<file path="config.mk">
export PLATFORM = sky130hd
export DESIGN_NAME = dca_step_inst_generator
export DESIGN_NICKNAME = d
export VERILOG_FILES = /design/src/rtl/dca_step_inst_generator_pkg.sv /design/src/rtl/dca_step_inst_generator_opcode_builder.sv /design/src/rtl/dca_step_inst_generator.sv
export SDC_FILE = /design/constraint.sdc
export NUM_CORES = 1
export LEC_CHECK = 0
export CAP_MARGIN = 20
export CORE_UTILIZATION = 52
export CTS_CLUSTER_DIAMETER = 50
export DETAILED_ROUTE_END_ITERATION = 8
export GPL_ROUTABILITY_DRIVEN = 0
export PLACE_DENSITY_LB_ADDON = 0.1
export SETUP_SLACK_MARGIN = 0.2
export SLEW_MARGIN = 20
export SYNTH_ARGS = -nofsm -noshare
export SYNTH_HDL_FRONTEND = slang
export SYNTH_HIERARCHICAL = 1
export SYNTH_SLANG_ARGS = --single-unit
</file>
<file path="constraint.sdc">
create_clock -name clk -period 3 [get_ports clk]
set_input_delay 0.75 -clock clk [delete_from_list [all_inputs] [get_ports clk]]
set_output_delay 0.75 -clock clk [all_outputs]
set_load 0.005 [all_outputs]
</file>
<file path="src/rtl/dca_step_inst_generator_pkg.sv">
// Shared definitions for the DCA step instruction generator: opcode bit indices, FSM states.
// DCA_STEP_GEN_BIAS_PRELOAD_EN adds the PRELOAD state.
package dca_step_inst_generator_pkg;

  localparam int BW_DCA_NEUGEMM_OPCODE              = 5;
  localparam int DCA_NEUGEMM_OPCODE_INDEX_LSU0_REQ  = 0;
  localparam int DCA_NEUGEMM_OPCODE_INDEX_LSU1_REQ  = 1;
  localparam int DCA_NEUGEMM_OPCODE_INDEX_LSU2_REQ  = 2;
  localparam int DCA_NEUGEMM_OPCODE_INDEX_LOAD_ACC  = 3;
  localparam int DCA_NEUGEMM_OPCODE_INDEX_NO_CAL    = 4;

`ifdef DCA_STEP_GEN_BIAS_PRELOAD_EN
  typedef enum logic [1:0] {S_IDLE = 2'd0, S_STEP = 2'd1, S_PRELOAD = 2'd2} state_e;
`else
  typedef enum logic [1:0] {S_IDLE = 2'd0, S_STEP = 2'd1} state_e;
`endif

endpackage

</file>
<file path="src/rtl/dca_step_inst_generator_opcode_builder.sv">
// Combinational opcode builder: step position and tile flags -> neugemm opcode.
module dca_step_inst_opcode_builder
  import dca_step_inst_generator_pkg::*;
(
  input  logic                             is_first_i,
  input  logic                             is_last_i,
  input  logic                             load_acc_i,
  input  logic                             store_i,
  input  logic                             preload_i,
  output logic [BW_DCA_NEUGEMM_OPCODE-1:0] opcode_o
);

  // Preload inst only loads the accumulator; compute steps always fetch both operands.
  always_comb begin
    opcode_o = '0;
    if (preload_i) begin
      opcode_o[DCA_NEUGEMM_OPCODE_INDEX_NO_CAL]   = 1'b1;
      opcode_o[DCA_NEUGEMM_OPCODE_INDEX_LOAD_ACC] = 1'b1;
    end else begin
      opcode_o[DCA_NEUGEMM_OPCODE_INDEX_LSU0_REQ] = 1'b1;
      opcode_o[DCA_NEUGEMM_OPCODE_INDEX_LSU1_REQ] = 1'b1;
      opcode_o[DCA_NEUGEMM_OPCODE_INDEX_LOAD_ACC] = load_acc_i & is_first_i;
      opcode_o[DCA_NEUGEMM_OPCODE_INDEX_LSU2_REQ] = store_i & is_last_i;
    end
  end

endmodule

</file>
<file path="src/rtl/dca_step_inst_generator.sv">
// Expands one GEMM tile command into per-K-step instructions on a registered valid/ready link.
// Optional bias preload step is enabled by defining DCA_STEP_GEN_BIAS_PRELOAD_EN.
module dca_step_inst_generator
  import dca_step_inst_generator_pkg::*;
#(
  parameter int MATRIX_SIZE_PARA = 8,
  parameter int BW_STEP_COUNT    = 16,
  parameter int MATRIX_NUM_ROW   = MATRIX_SIZE_PARA,
  parameter int MATRIX_NUM_COL   = MATRIX_SIZE_PARA,
  parameter int BW_BLOCKED_STEP_INST = MATRIX_NUM_ROW + MATRIX_NUM_COL + 1 + BW_DCA_NEUGEMM_OPCODE
) (
  input  logic                            clk,
  input  logic                            rst,
  input  logic                            clear,
  input  logic                            cmd_valid,
  output logic                            cmd_ready,
  input  logic [BW_STEP_COUNT-1:0]        cmd_num_step,
  input  logic [MATRIX_NUM_ROW-1:0]       cmd_row_mask,
  input  logic [MATRIX_NUM_COL-1:0]       cmd_col_mask,
  input  logic                            cmd_load_acc,
  input  logic                            cmd_store,
  input  logic                            cmd_bias,
  output logic                            inst_valid,
  input  logic                            inst_ready,
  output logic [BW_BLOCKED_STEP_INST-1:0] inst,
  output logic                            busy,
  output logic                            done
);

  localparam logic [BW_STEP_COUNT-1:0] STEP_ONE = {{(BW_STEP_COUNT-1){1'b0}}, 1'b1};

  state_e                            state_q, state_d;
  logic [BW_STEP_COUNT-1:0]          rem_q, rem_d;
  logic                              load_acc_q, load_acc_d;
  logic                              store_q, store_d;
  logic [MATRIX_NUM_ROW-1:0]         row_q, row_d;
  logic [MATRIX_NUM_COL-1:0]         col_q, col_d;
  logic [BW_BLOCKED_STEP_INST-1:0]   inst_q, inst_d;
  logic                              inst_valid_q, inst_valid_d;
  logic                              done_q, done_d;

  logic                              hs_s;
  logic                              gen_en_s, gen_first_s, gen_last_s, gen_preload_s;
  logic                              gen_load_acc_s, gen_store_s;
  logic [MATRIX_NUM_ROW-1:0]         gen_row_s;
  logic [MATRIX_NUM_COL-1:0]         gen_col_s;
  logic [BW_DCA_NEUGEMM_OPCODE-1:0]  opcode_s;

`ifndef DCA_STEP_GEN_BIAS_PRELOAD_EN
  logic unused_bias_s;
  assign unused_bias_s = cmd_bias;
`endif

  assign hs_s = inst_valid_q & inst_ready;

  dca_step_inst_opcode_builder u_opcode_builder (
    .is_first_i (gen_first_s),
    .is_last_i  (gen_last_s),
    .load_acc_i (gen_load_acc_s),
    .store_i    (gen_store_s),
    .preload_i  (gen_preload_s),
    .opcode_o   (opcode_s)
  );

  // rem_q holds the number of steps not yet loaded into the output register; 0 means the inst
  // currently on the link is the last one of the tile.
  always_comb begin
    state_d        = state_q;
    rem_d          = rem_q;
    load_acc_d     = load_acc_q;
    store_d        = store_q;
    row_d          = row_q;
    col_d          = col_q;
    inst_d         = inst_q;
    inst_valid_d   = hs_s ? 1'b0 : inst_valid_q;
    done_d         = 1'b0;
    gen_en_s       = 1'b0;
    gen_first_s    = 1'b0;
    gen_last_s     = 1'b0;
    gen_preload_s  = 1'b0;
    gen_load_acc_s = load_acc_q;
    gen_store_s    = store_q;
    gen_row_s      = row_q;
    gen_col_s      = col_q;

    case (state_q)
      S_IDLE: begin
        if (cmd_valid) begin
          row_d          = cmd_row_mask;
          col_d          = cmd_col_mask;
          load_acc_d     = cmd_load_acc;
          store_d        = cmd_store;
          gen_row_s      = cmd_row_mask;
          gen_col_s      = cmd_col_mask;
          gen_load_acc_s = cmd_load_acc;
          gen_store_s    = cmd_store;
`ifdef DCA_STEP_GEN_BIAS_PRELOAD_EN
          if (cmd_bias) begin
            gen_en_s      = 1'b1;
            gen_preload_s = 1'b1;
            gen_last_s    = (cmd_num_step == '0);
            load_acc_d    = 1'b0;
            rem_d         = cmd_num_step;
            state_d       = S_PRELOAD;
          end else
`endif
          if (cmd_num_step == '0) begin
            done_d = 1'b1;
          end else begin
            gen_en_s    = 1'b1;
            gen_first_s = 1'b1;
            gen_last_s  = (cmd_num_step == STEP_ONE);
            rem_d       = cmd_num_step - STEP_ONE;
            state_d     = S_STEP;
          end
        end else begin
          state_d = S_IDLE;
        end
      end
`ifdef DCA_STEP_GEN_BIAS_PRELOAD_EN
      S_PRELOAD: begin
        if (hs_s && rem_q == '0) begin
          done_d  = 1'b1;
          state_d = S_IDLE;
        end else if (hs_s) begin
          gen_en_s    = 1'b1;
          gen_first_s = 1'b1;
          gen_last_s  = (rem_q == STEP_ONE);
          rem_d       = rem_q - STEP_ONE;
          state_d     = S_STEP;
        end else begin
          state_d = S_PRELOAD;
        end
      end
`endif
      S_STEP: begin
        if (hs_s && rem_q == '0) begin
          done_d  = 1'b1;
          state_d = S_IDLE;
        end else if (hs_s) begin
          gen_en_s   = 1'b1;
          gen_last_s = (rem_q == STEP_ONE);
          rem_d      = rem_q - STEP_ONE;
        end else begin
          state_d = S_STEP;
        end
      end
      default: begin
        state_d = S_IDLE;
      end
    endcase

    if (gen_en_s) begin
      inst_d       = {gen_row_s, gen_col_s, gen_last_s, opcode_s};
      inst_valid_d = 1'b1;
    end else begin
      inst_d = inst_d;
    end

    // Abort wins over any handshake or command in the same cycle.
    if (clear) begin
      state_d      = S_IDLE;
      rem_d        = '0;
      inst_valid_d = 1'b0;
      done_d       = 1'b0;
    end else begin
      done_d = done_d;
    end
  end

  // State, counter, latched command fields and output register.
  always_ff @(posedge clk or posedge rst) begin
    if (rst) begin
      state_q      <= S_IDLE;
      rem_q        <= '0;
      load_acc_q   <= 1'b0;
      store_q      <= 1'b0;
      row_q        <= '0;
      col_q        <= '0;
      inst_q       <= '0;
      inst_valid_q <= 1'b0;
      done_q       <= 1'b0;
    end else begin
      state_q      <= state_d;
      rem_q        <= rem_d;
      load_acc_q   <= load_acc_d;
      store_q      <= store_d;
      row_q        <= row_d;
      col_q        <= col_d;
      inst_q       <= inst_d;
      inst_valid_q <= inst_valid_d;
      done_q       <= done_d;
    end
  end

  assign cmd_ready  = (state_q == S_IDLE);
  assign busy       = (state_q != S_IDLE);
  assign inst       = inst_q;
  assign inst_valid = inst_valid_q;
  assign done       = done_q;

endmodule

</file>
==> metrics.cfg, run 1 <==
[floorplan]
die_h_um=82.3
dieArea_sq_mm=0.00677
die_w_um=82.3
rows=28
coreArea_sq_mm=0.00606
io_pins=66
start_util_pct=55.3

[logic_synthesis]
yosysSeqAreaShare_pct=44.1
yosys_warnings=6
ys_ff_latch=59
netlist_area_sq_mm=0.00335
ys_types=64
yosys_most_used_dff=dfrtp_1
synth_edf_count=0
netlist_instances=310
avgSynthCellArea_sq_um=10.8
async_reset_ff_share_pct=100

[clocking]
clock_sinks=59
clock_path_buffers=2
post-cts-setup-buffer-count=0
clk_latency_ps=340
cts_made_buffers=9
cts_tree=built
clockRootBuffer=clkbuf_8
htreeDepth=3
clk_pin_slew_ps=70

[sta]
fin_setup_tns_ps=0
finalHoldViolCount=0
slew_violations=0
rsz0062_at_grt=no
post-route-min-period_ps=2680
finClkSkew_ps=8.47
finalSetupViolations=0
max_freq_mhz=373
min_period_over_period_pct=89.4

[setup_path]
cp-start-kind=input port
crit_arrival_ps=2920
reg2reg_to=rem_q[14]
crit_fanout=4
reg2reg_depth=7
timing.rr.start=rem_q[0]
worstSetupEndpointType=register
critPathRequiredTime_ps=3230
rrSetupSlack_ps=540
crit_type=input port to register

[finish]
antenna_cells=0
fill_cells=462
layout-drive-gt1-share_pct=23.7
area_growth_pct=31.9
stdcell_count=480
utilization_pct=72.9
layout_commonest_cell=clkdlybuf4s50_1
final_cell_mix=clkdlybuf4s50_1, dfrtp_1, buf_4
final_nets=447

[power]
switchingPower_uw=666
p_int_mw=1.64
power.density_mw_per_mm2=522
p_comb_share_pct=29.6
ir_worst_vdd_mv=0.476
p_leak_nw=1.89
swShare_pct=28.9
p_seq_share_pct=43.4
power_frac_clock_pct=27.0

[detailed_routing]
num_vias=2804
antenna_left=0
route.detailed.drc=0
drt_pass1_iterations=4
wire_per_inst_um=16.9
via_per_inst=5.84
drtIter0Drc=183
wl_mm=8.10

[hold_path]
min_delay_path_depth=1
holdCritPathClass=register to register
worstHoldStart=col_q[5]
min_to=col_q[5]

[run]
max-cap-violations=0

[placement]
placed_cells=465
dp_hpwl_mm=5.80
io_buffers=64

[global_route]
grt_max_degree=60
grt_pass1_vias=2679
grt_usage_pct=26.6
grt_pass1_wl_mm=13.3
antenna_found_initial=0
overflow=0

[status]
status=finished, final reports clean

[area by class of cell]
type	count	area (sq um)	share of cell area [%]
clock buffers	10	138	3.11
well taps	75	93.8	2.12
flip-flops and latches	59	1480	33.4
repair buffers	95	907	20.5
inverters	13	51.3	1.16
multi-input cells	223	1720	39.0
clock inverters	5	30.0	0.680
[worst max path at each step]
| stage | slack [ps] | end | startpoint |
|---|---|---|---|
| global route | 220 | rem_q[10] | cmd_num_step[1] |
| CTS | 220 | inst[2] | cmd_num_step[8] |
| floorplan | 230 | inst[2] | cmd_num_step[8] |
| finish | 320 | rem_q[10] | cmd_num_step[0] |
| detailed placement | -180 | inst[2] | cmd_num_step[8] |
| global placement | -140 | inst[2] | cmd_num_step[8] |
[cell families after synthesis]
logic type,share of synthesized area [%]
compound gates,13.3
xor+xnor,2.61
fa+ha+maj,2.24
buf+inv,4.93
flops,44.1
mux,15.6
other cells,0.112
simple gates,17.1
[worst max-delay path, cell delays in order]
cell	delay [ps]
clkdlybuf4s50_1	430
inv_1	80
ha_1	170
or4b_1	500
or4_1	440
xnor2_1	200
o21ai_0	130
o32ai_1	230
[flip-flops by register name, indices dropped and copies added, names as in the netlist]
name	flops
inst	22
rem_q	16
col_q	8
row_q	8
done	1
inst_valid	1
load_acc_q	1
state_q	1
store_q	1
[per-stage QoR]
stage | power [mW] | hold slack, ps | setup WS [ps] | cell area [sq um]
3_3_place_gp | 1.68 | 478 | -139 | 4260
2_1_floorplan | 1.38 | 467 | 234 | 3360
3_5_place_dp | 1.69 | 483 | -181 | 4260
4_1_cts | 2.32 | 500 | 220 | 4420
5_1_grt | 2.43 | 509 | 224 | 4420
6_report | 2.31 | 498 | 319 | 4420
[cells in the mapped netlist (2+ instances only)]
cell / n / area [sq um]
or4b_1: 2 / 20.0
and2_1: 2 / 12.5
o31ai_1: 5 / 37.5
o211ai_1: 2 / 15.0
and3_1: 3 / 18.8
inv_1: 11 / 41.3
or2_2: 2 / 12.5
xnor2_1: 7 / 61.3
nor3_1: 12 / 60.1
nand3_1: 17 / 85.1
nand2_1: 16 / 60.1
o41ai_1: 2 / 17.5
mux2_4: 20 / 300
dfrtp_1: 59 / 1480
buf_6: 5 / 56.3
o311ai_0: 3 / 26.3
a31oi_1: 12 / 75.1
nand4_1: 2 / 12.5
o21ai_0: 9 / 45.0
nor4_1: 5 / 31.3
ha_1: 6 / 75.1
nor3b_1: 2 / 15.0
mux2_2: 19 / 214
buf_4: 2 / 15.0
nor2_1: 8 / 30.0
xor2_1: 3 / 26.3
clkbuf_1: 9 / 33.8
or4_1: 7 / 52.6
a21oi_1: 11 / 55.1
or3_1: 11 / 68.8
o22ai_1: 3 / 18.8
[layer usage]
metal,global-route usage (%),vias to the layer above,part of all wire (%)
met5,0,-,0
met4,7.89,0,1.7
met3,6.92,15,5.6
met2,42.0,100,47
met1,35.9,1357,45
li1,-,1332,-
[power groups by stage]
stage / clock network (mW) / logic [mW] / registers [mW]
final: 0.621 / 0.683 / 1.00
after global routing: 0.664 / 0.747 / 1.02
after CTS: 0.635 / 0.686 / 1.00
after detailed placement: 0 / 0.685 / 1.01
after global placement: 0 / 0.669 / 1.01
after floorplan: 0 / 0.376 / 1.00
[what timing repair did]
| action | 4_1_cts | 5_1_grt |
|---|---|---|
| endpoints found under the setup margin | 1 | 18 |
| hold buffers | 0 | 0 |
| gates resized for setup | 3 | 0 |
| pin swaps | 4 | 1 |
Note: power is estimated with default switching activity, not from simulation.
==> inputs of run 2 (changes only) <==
Settings changed: CAP_MARGIN 20 to not set.
==> results of run 2 <==
Same layout as run 1: the final DEF is identical, and so are final timing and power.
